==> src/rtl/seq_shift_add_mult_pkg.sv <==
// Shared definitions for the sequential shift-and-add multiplier:
// FSM state encoding and counter sizing helper.
package seq_shift_add_mult_pkg;

  typedef enum logic [1:0] {
    ST_IDLE = 2'd0,
    ST_RUN  = 2'd1,
    ST_DONE = 2'd2
  } state_e;

  // Counter must be able to hold values 0..WIDTH.
  function automatic int cnt_width(input int width);
    return $clog2(width + 1);
  endfunction

endpackage

==> src/rtl/seq_shift_add_mult_if.sv <==
// Start/done handshake and operand/result bus of the shift-and-add multiplier.
interface seq_shift_add_mult_if #(
  parameter int WIDTH = 4
);

  logic               start;
  logic [WIDTH-1:0]   a;
  logic [WIDTH-1:0]   b;
  logic               busy;
  logic               done;
  logic [2*WIDTH-1:0] product;

  modport master (
    output start, a, b,
    input  busy, done, product
  );

  modport slave (
    input  start, a, b,
    output busy, done, product
  );

endinterface

==> src/rtl/seq_shift_add_mult_shift_add_step.sv <==
// One combinational shift-and-add step: conditionally adds the shifted
// multiplicand into the accumulator.
module seq_shift_add_mult_shift_add_step #(
  parameter int WIDTH = 4
) (
  input  logic [2*WIDTH-1:0] i_acc,
  input  logic [2*WIDTH-1:0] i_mcand,
  input  logic               i_bit,
  output logic [2*WIDTH-1:0] o_acc
);

  // Add the multiplicand only when the current multiplier bit is set.
  always_comb begin
    o_acc = i_acc;
    if (i_bit) begin
      o_acc = i_acc + i_mcand;
    end else begin
      o_acc = i_acc;
    end
  end

endmodule

==> src/rtl/seq_shift_add_mult.sv <==
// Sequential unsigned shift-and-add multiplier: WIDTH RUN cycles per product,
// start/done handshake, result held until the next accepted start.
module seq_shift_add_mult
  import seq_shift_add_mult_pkg::*;
#(
  parameter int WIDTH = 4
) (
  input  logic                 i_clk,
  input  logic                 i_rst,
  seq_shift_add_mult_if.slave  io_bus
);

  localparam int CNT_W = cnt_width(WIDTH);

  state_e               r_state;
  logic [2*WIDTH-1:0]   r_mcand;
  logic [WIDTH-1:0]     r_mplier;
  logic [2*WIDTH-1:0]   r_acc;
  logic [CNT_W-1:0]     r_cnt;
  logic [2*WIDTH-1:0]   r_product;
  logic                 r_busy;
  logic                 r_done;
  logic [2*WIDTH-1:0]   w_acc_next;

  seq_shift_add_mult_shift_add_step #(
    .WIDTH (WIDTH)
  ) u_step (
    .i_acc   (r_acc),
    .i_mcand (r_mcand),
    .i_bit   (r_mplier[0]),
    .o_acc   (w_acc_next)
  );

  // FSM and datapath; the illegal encoding falls through to IDLE.
  always_ff @(posedge i_clk) begin
    if (i_rst) begin
      r_state   <= ST_IDLE;
      r_mcand   <= {(2*WIDTH){1'b0}};
      r_mplier  <= {WIDTH{1'b0}};
      r_acc     <= {(2*WIDTH){1'b0}};
      r_cnt     <= {CNT_W{1'b0}};
      r_product <= {(2*WIDTH){1'b0}};
      r_busy    <= 1'b0;
      r_done    <= 1'b0;
    end else begin
      case (r_state)
        ST_IDLE, ST_DONE: begin
          r_done <= 1'b0;
          if (io_bus.start) begin
            r_mcand  <= {{WIDTH{1'b0}}, io_bus.a};
            r_mplier <= io_bus.b;
            r_acc    <= {(2*WIDTH){1'b0}};
            r_cnt    <= {CNT_W{1'b0}};
            r_state  <= ST_RUN;
            r_busy   <= 1'b1;
          end else begin
            r_state  <= ST_IDLE;
            r_busy   <= 1'b0;
          end
        end
        ST_RUN: begin
          r_acc    <= w_acc_next;
          r_mcand  <= r_mcand << 1;
          r_mplier <= r_mplier >> 1;
          r_cnt    <= r_cnt + {{(CNT_W-1){1'b0}}, 1'b1};
          // Last bit is being processed now, so the step output is the product.
          if (r_cnt == CNT_W'(WIDTH - 1)) begin
            r_state   <= ST_DONE;
            r_product <= w_acc_next;
            r_busy    <= 1'b0;
            r_done    <= 1'b1;
          end else begin
            r_state   <= ST_RUN;
            r_busy    <= 1'b1;
            r_done    <= 1'b0;
          end
        end
        default: begin
          r_state <= ST_IDLE;
          r_busy  <= 1'b0;
          r_done  <= 1'b0;
        end
      endcase
    end
  end

  assign io_bus.busy    = r_busy;
  assign io_bus.done    = r_done;
  assign io_bus.product = r_product;

endmodule

==> src/flat_wrapper.sv <==
// flat-port wrapper written by rule: the top's interface ports become plain ports
module seq_shift_add_mult_flat import seq_shift_add_mult_pkg::*;
#(
  parameter int WIDTH = 4
)
  (i_clk, i_rst, io_bus_start, io_bus_a, io_bus_b, io_bus_busy, io_bus_done, io_bus_product);
  seq_shift_add_mult_if #(.WIDTH(WIDTH)) io_bus_i ();
  input  logic i_clk;
  input  logic i_rst;
  input wire logic [$bits(io_bus_i.start)-1:0] io_bus_start;
  input wire logic [$bits(io_bus_i.a)-1:0] io_bus_a;
  input wire logic [$bits(io_bus_i.b)-1:0] io_bus_b;
  output wire logic [$bits(io_bus_i.busy)-1:0] io_bus_busy;
  output wire logic [$bits(io_bus_i.done)-1:0] io_bus_done;
  output wire logic [$bits(io_bus_i.product)-1:0] io_bus_product;
  assign io_bus_i.start = io_bus_start;
  assign io_bus_i.a = io_bus_a;
  assign io_bus_i.b = io_bus_b;
  assign io_bus_busy = io_bus_i.busy;
  assign io_bus_done = io_bus_i.done;
  assign io_bus_product = io_bus_i.product;
  seq_shift_add_mult #(.WIDTH(WIDTH)) u_core (.i_clk(i_clk), .i_rst(i_rst), .io_bus(io_bus_i));
endmodule
==> config.mk <==
export PLATFORM = sky130hd
export DESIGN_NAME = seq_shift_add_mult_flat
export DESIGN_NICKNAME = d
export VERILOG_FILES = /design/src/rtl/seq_shift_add_mult_pkg.sv /design/src/rtl/seq_shift_add_mult_if.sv /design/src/rtl/seq_shift_add_mult_shift_add_step.sv /design/src/rtl/seq_shift_add_mult.sv /design/src/flat_wrapper.sv
export SDC_FILE = /design/constraint.sdc
export NUM_CORES = 1
export LEC_CHECK = 0
export ABC_AREA = 1
export BUFFER_PORTS_ARGS = -buffer_cell sky130_fd_sc_hd__buf_4
export CAP_MARGIN = 25
export CORE_MARGIN = 5
export CORE_UTILIZATION = 57
export CTS_CLUSTER_DIAMETER = 40
export CTS_CLUSTER_SIZE = 25
export DETAILED_ROUTE_END_ITERATION = 10
export GPL_TIMING_DRIVEN = 0
export PLACE_DENSITY_LB_ADDON = 0.05
export SYNTH_ARGS = -nofsm -noshare
export SYNTH_HDL_FRONTEND = slang
export SYNTH_SLANG_ARGS = --single-unit
==> constraint.sdc <==
create_clock -name i_clk -period 2 [get_ports i_clk]
set_clock_uncertainty 0.1 [all_clocks]
set_input_delay 0.1 -clock i_clk [delete_from_list [all_inputs] [get_ports i_clk]]
set_output_delay 0.1 -clock i_clk [all_outputs]
set_load 0.02 [all_outputs]
==> results.json, run 1 <==
{
  "nets": 290,
  "final_cell_mix": "69 x nand2_1, 34 x dfxtp_1, 23 x buf_4",
  "synth_top_area_share": 0.393,
  "fmax_mhz": 531,
  "worst_pin_slew_ns": 0.551,
  "grt_max_degree": 11,
  "setup_slack_ns": 0.118,
  "irDropWorstVdd_mv": 0.418,
  "drc": 0,
  "max_slew_margin": 0.633,
  "layout_commonest_cell": "nand2_1",
  "layout-drive-gt1-share": 0.178,
  "antennaDiodeCount": 0,
  "r2r_slack_ns": 0.12,
  "worstSetupStartpointType": "flip-flop",
  "crit_path_end_kind": "flip-flop",
  "gp_congestion": 0.877,
  "hold_end": "u_core.r_acc[5]",
  "ctsHtreeMaxLevel": 2,
  "setup_viol": 0,
  "die_w_um": 65.1,
  "synth_area_per_cell_um2": 7.43,
  "post-place-ws_ns": 0.151,
  "hpwlAfterDp_um": 2610,
  "drtIter0Drc": 45,
  "clock_latency_ns": 0.34,
  "whs_path_depth": 3,
  "period_share": 0.941,
  "synth_area_leaders": "dfxtp_1 39%, nand2_1 15%, ha_1 6.5%",
  "portBuffers": 20,
  "die_y_um": 65.1,
  "cts_tree": "done",
  "path_clk_slew_ns": 0.10,
  "status": "finished clean",
  "yosysSeqAreaShare": 0.393,
  "clock_path_buffers": 2,
  "track_usage": 0.193,
  "timing.rr.start": "u_core.r_mcand[0]",
  "syn_area_um2": 1730,
  "ios": 21,
  "fillCellCount": 269,
  "numCtsBuffers": 5,
  "ys_seq_elements": 34,
  "antenna_found_initial": 0,
  "cts_sinks": 34,
  "arrival_ns": 2.03,
  "core_region_area_um2": 2980,
  "max_cap_violations": 0,
  "drtAntennaViolNets": 0,
  "min_from": "i_rst",
  "syn_inst": 233,
  "cts_root_buf": "clkbuf_4",
  "p_total_w": 0.00135,
  "register_area_um2": 681,
  "r2r-end": "u_core.io_bus.product[4]",
  "overflow": 0,
  "period_minus_slack_ns": 1.88,
  "hold_violations": 0,
  "grt_pass1_wl_um": 6230,
  "dr.pass1.iters": 4,
  "multi_input_area_um2": 897,
  "initial_utilization": 0.581,
  "hold_path_class": "input pin to flip-flop",
  "grt_pass1_vias": 1379,
  "rows": 20,
  "vias_per_cell": 5.14,
  "routedWlPerCell_um": 12.4,
  "maxSlewViolCount": 0,
  "synth.distinct_cells": 31,
  "crit_fanout": 3,
  "area_delta_synth_final_pct": 19.7,
  "ys_warn_count": 0,
  "syn-num-nets": 254,
  "vias": 1557,
  "critPathRequiredTime_ns": 2.15,
  "crit_type": "flip-flop to flip-flop",
  "powerDensity_nw_per_um2": 653,
  "worstRegToRegCells": 10,
  "wirelength_um": 3760,
  "die_area_um2": 4240,
  "leakage_nw": 0.971,
  "synth_top_area_cell": "dfxtp_1"
}
-- where the power goes --
group	switching, W	internal, W
sequential	0.0000207	0.000703
clock	0.000232	0.000170
combinational	0.000132	0.0000947
-- flip-flops by register name (all words and copies together), names as in the netlist --
| register | flops |
|---|---|
| u_core.io_bus.done | 1 |
| u_core.io_bus.product | 8 |
| u_core.r_acc | 8 |
| u_core.r_cnt | 3 |
| u_core.r_mcand | 8 |
| u_core.r_mplier | 4 |
| u_core.r_state | 2 |
-- area by class of cell --
type,instances,share of cell area
sequential,34,0.329
clock inverter,1,0.00242
multi-input combinational,166,0.433
buffer,8,0.0266
timing repair buffer,29,0.115
inverter,25,0.0483
clock buffer,7,0.0266
tap,33,0.0199
-- metrics by stage --
stage | utilization | hold slack [ns] | cells | setup TNS (ns) | instance area (µm²)
after global routing | 0.696 | 0.0832 | 303 | -0.0358 | 2070
after floorplan | - | 0.142 | 233 | 0 | 1730
final | 0.696 | 0.0696 | 303 | 0 | 2070
after CTS | 0.692 | 0.0614 | 302 | 0 | 2060
after detailed placement | 0.645 | 0.238 | 286 | 0 | 1920
after global placement | 0.645 | 0.230 | 286 | 0 | 1920
-- how the worst max path moves through the flow --
stage / to / slack, ns / from
global route: u_core.io_bus.product[4] / -0.04 / u_core.r_mcand[0]
floorplan: u_core.io_bus.product[6] / 0.30 / u_core.r_acc[0]
finish: u_core.io_bus.product[4] / 0.12 / u_core.r_mcand[0]
detailed placement: u_core.r_acc[4] / 0.15 / u_core.r_mcand[0]
CTS: u_core.r_acc[4] / 0.11 / u_core.r_mcand[0]
global placement: u_core.r_acc[4] / 0.14 / u_core.r_acc[0]
-- synthesized netlist by cell type --
cell and number:
nor2_1 12, fa_1 1, xnor2_1 1, or2_2 4, or2_1 1, inv_1 22
o21ai_2 2, a31oi_1 1, inv_2 1, nand3b_1 2, o22ai_1 1, a211oi_1 1
nand2_4 2, buf_6 2, nand3_1 15, ha_1 9, nor3_1 6, o21a_1 4
a21oi_1 20, o21ai_0 6, a211oi_2 1, buf_4 2, inv_6 1, nor2_2 1
nand2_1 69, o221ai_1 5, dfxtp_1 34, clkbuf_1 2, buf_2 2, o21bai_1 2
clkinv_2 1
-- metal layers --
layer,track usage,part of all wire,vias up
li1,-,-,837
met1,0.243,0.48,675
met2,0.313,0.45,36
met3,0.0513,0.055,9
met4,0.0777,0.016,0
met5,0,0,-
-- worst max-delay path, cell delays in order, from the launching register on --
cell and delay [ns]:
dfxtp_1 0.39, ha_1 0.23, fa_2 0.23, nand2_1 0.07, nand2_1 0.10, nand2_1 0.06
o21ai_0 0.19, o21ai_1 0.12, buf_4 0.14, o21bai_1 0.11, inv_1 0.04
-- cells by family (layout without fill, tap and decap cells) --
kind of cell,Yosys count,count (layout),share of synthesized area
compound gates,43,43,0.155
xor+xnor,1,1,0.00506
fa+ha+maj,10,10,0.0766
buf+inv,33,70,0.0897
flops,34,34,0.393
simple gates,112,112,0.280
-- timing repair --
action,4_1_cts,5_1_grt
gates resized for setup,0,2
hold buffers,8,0
setup buffers,0,1
hold endpoints to repair,8,0
endpoints found under the setup margin,0,2
No activity file was read; power rests on OpenSTA's default activity.
==> run 2: changes to the inputs <==
--- a/config.mk
+++ b/config.mk
@@ -5,15 +5,15 @@
 export SDC_FILE = /design/constraint.sdc
 export NUM_CORES = 1
 export LEC_CHECK = 0
-export ABC_AREA = 1
 export BUFFER_PORTS_ARGS = -buffer_cell sky130_fd_sc_hd__buf_4
-export CAP_MARGIN = 25
+export CAP_MARGIN = 30
 export CORE_MARGIN = 5
 export CORE_UTILIZATION = 57
 export CTS_CLUSTER_DIAMETER = 40
 export CTS_CLUSTER_SIZE = 25
 export DETAILED_ROUTE_END_ITERATION = 10
 export GPL_TIMING_DRIVEN = 0
+export HOLD_SLACK_MARGIN = 0.1
 export PLACE_DENSITY_LB_ADDON = 0.05
 export SYNTH_ARGS = -nofsm -noshare
 export SYNTH_HDL_FRONTEND = slang
==> run 2 against run 1 <==
Net effect: the flow now finishes with violations (negative setup slack); critical path depth decreased by 2; area after synthesis grew 1.2%; flip-flop and latch count did not move; highest routed layer unchanged; die area is 1.0% higher; register-to-register slack worse by 0.16 ns; worst hold slack better by 0.18 ns; first-iteration DRC count rose to 2.6 times the previous value; combinational power decreased by 6%; non-clock buffer count increased by 9; routed wire length up 15%; sequential power shrank 0.8%; clock power increased by 2%; critical endpoint unchanged.
==> results.json, run 2 <==
{
  "status": "finished with violations",
  "violations": "negative setup slack",
  "clock_latency_ns": 0.34,
  "grt_pass1_vias": 1631,
  "synth_area_per_cell_um2": 8.71,
  "vias_per_cell": 5.93,
  "gp_congestion": 0.783,
  "antennaDiodeCount": 0,
  "whs_ns": 0.252,
  "ios": 21,
  "ys_seq_elements": 34,
  "period_share": 1.02,
  "core_region_area_um2": 3000,
  "portBuffers": 20,
  "fin_area_um2": 2160,
  "post_dp_cell_area_um2": 1950,
  "synth.distinct_cells": 44,
  "cts_sinks": 34,
  "ys_warn_count": 0,
  "worstRegToRegCells": 8,
  "synth_top_area_share": 0.389,
  "powerDensity_nw_per_um2": 619,
  "wl_met1_um": 1950,
  "max_slew_margin": 0.674,
  "syn-num-nets": 222,
  "crit_type": "flip-flop to flip-flop",
  "setup_viol": 2,
  "dpl.cell_count": 254,
  "die_area_um2": 4280,
  "track_usage": 0.227,
  "synth_area_leaders": "dfxtp_1 39%, ha_1 6.4%, nor2_1 5.8%",
  "grt_max_degree": 11,
  "grt_pass1_wl_um": 7420,
  "cts_root_buf": "clkbuf_4",
  "area_delta_synth_final_pct": 23.6,
  "post-place-ws_ns": -0.128,
  "drc": 0,
  "min_from": "io_bus_start",
  "p_total_w": 0.00134,
  "fmax_mhz": 490,
  "final_cell_mix": "30 x dfxtp_1, 27 x nor2_1, 25 x buf_4",
  "yosysSeqAreaShare": 0.389,
  "ys.flop_type": "dfxtp_1",
  "fillCellCount": 249,
  "period_minus_slack_ns": 2.04,
  "hpwlAfterDp_um": 3040,
  "crit_fanout": 2,
  "path_clk_slew_ns": 0.11,
  "r2r_slack_ns": -0.04,
  "dr.pass1.iters": 4,
  "rows": 20,
  "register_area_um2": 688,
  "die_w_um": 65.4,
  "multi_input_area_um2": 1040,
  "worstSetupStartpointType": "flip-flop",
  "vias": 1631,
  "stdcell_count": 275,
  "routedWlPerCell_um": 15.8,
  "dr_wl_met3_um": 208,
  "syn_inst": 201,
  "wirelength_um": 4340,
  "yosys-top-cells-count": "34 x dfxtp_1, 27 x nor2_1, 17 x nand2_1",
  "crit_start": "u_core.r_mcand[0]",
  "syn_area_um2": 1750,
  "crit_path_end_kind": "flip-flop",
  "numCtsBuffers": 5,
  "yosysMostFrequentCell": "dfxtp_1",
  "layout-drive-gt1-share": 0.236,
  "nets": 262,
  "setup_slack_ns": -0.0393,
  "synth_edf_count": 0,
  "irDropWorstVdd_mv": 0.468,
  "overflow": 0,
  "critPathRequiredTime_ns": 2.17,
  "whs_path_depth": 4,
  "timing.rr.start": "u_core.r_mcand[0]",
  "worst_pin_slew_ns": 0.489,
  "rsz0062_at_grt": "true",
  "layout_commonest_cell": "dfxtp_1",
  "routed.top_layer": "met4",
  "initial_utilization": 0.583,
  "max_cap_violations": 0,
  "hold_path_class": "input pin to flip-flop",
  "cts_tree": "done",
  "dr_wl_met2_um": 2080,
  "drtAntennaViolNets": 0,
  "leakage_nw": 0.873,
  "hold_end": "u_core.r_acc[5]",
  "hold_violations": 0,
  "synth_top_area_cell": "dfxtp_1",
  "drtIter0Drc": 116,
  "antenna_found_initial": 0,
  "clock_path_buffers": 2,
  "ctsHtreeMaxLevel": 2,
  "die_y_um": 65.4,
  "maxSlewViolCount": 0,
  "r2r-end": "u_core.io_bus.product[4]",
  "arrival_ns": 2.21,
  "async_reset_ff_frac": 0
}
==> run 2: what timing repair did <==
item,4_1_cts,5_1_grt
hold endpoints to repair,11,0
hold buffers,9,0
buffers inserted,4,0
resized for setup,5,5
pin swaps,7,3
setup endpoints to repair,1,7
==> run 2: metal layers <==
layer | vias up | GRT usage
li1 | 809 | -
met2 | 45 | 0.379
met1 | 765 | 0.282
met4 | 0 | 0.0777
met3 | 12 | 0.0581
met5 | - | 0
==> run 2: cells by family after synthesis <==
group	Yosys count	synth area share
AO/OA/AOI/OAI	57	0.229
XOR/XNOR	4	0.0200
adder cells (fa/ha/maj)	10	0.0757
buffers and inverters	15	0.0371
flip-flops	34	0.389
multiplexers	5	0.0286
AND/OR/NAND/NOR	76	0.221
==> run 2: how the worst max path moves through the flow <==
stage                                     endpoint  slack, ns  cells after the start
final                     u_core.io_bus.product[4]      -0.04                      8
after floorplan                    u_core.r_acc[6]       0.02                      7
after CTS                          u_core.r_acc[6]      -0.02                      7
after global placement             u_core.r_acc[6]      -0.09                      7
after detailed placement           u_core.r_acc[6]      -0.13                      7
after global routing               u_core.r_acc[6]      -0.13                      7
==> run 2: through the flow <==
stage	util	TNS, ns
2_1_floorplan	-	0
3_3_place_gp	0.650	-0.0905
3_5_place_dp	0.650	-0.128
4_1_cts	0.715	-0.0166
5_1_grt	0.721	-0.289
6_report	0.721	-0.0430
==> run 2: worst max-delay path: stages, from the launching register on <==
cell,delay (ns)
dfxtp_4,0.37
ha_4,0.16
fa_2,0.37
buf_4,0.15
a21o_2,0.19
a21oi_2,0.20
xnor2_2,0.15
mux2i_1,0.11
a21oi_1,0.17
==> run 2: where the power goes <==
part	switching, W	leakage (nW)	internal, W
Combinational	0.000121	0.559	0.0000914
Sequential	0.0000192	0.278	0.000699
Clock	0.000239	0.0353	0.000170
==> run 2: area by class of cell <==
cell class	instances	area share
well taps	33	0.0191
clock inverters	1	0.00231
inverters	2	0.00347
clock buffers	7	0.0254
repair buffers	33	0.125
plain buffers	13	0.0266
multi-input cells	152	0.480
flip-flops and latches	34	0.318
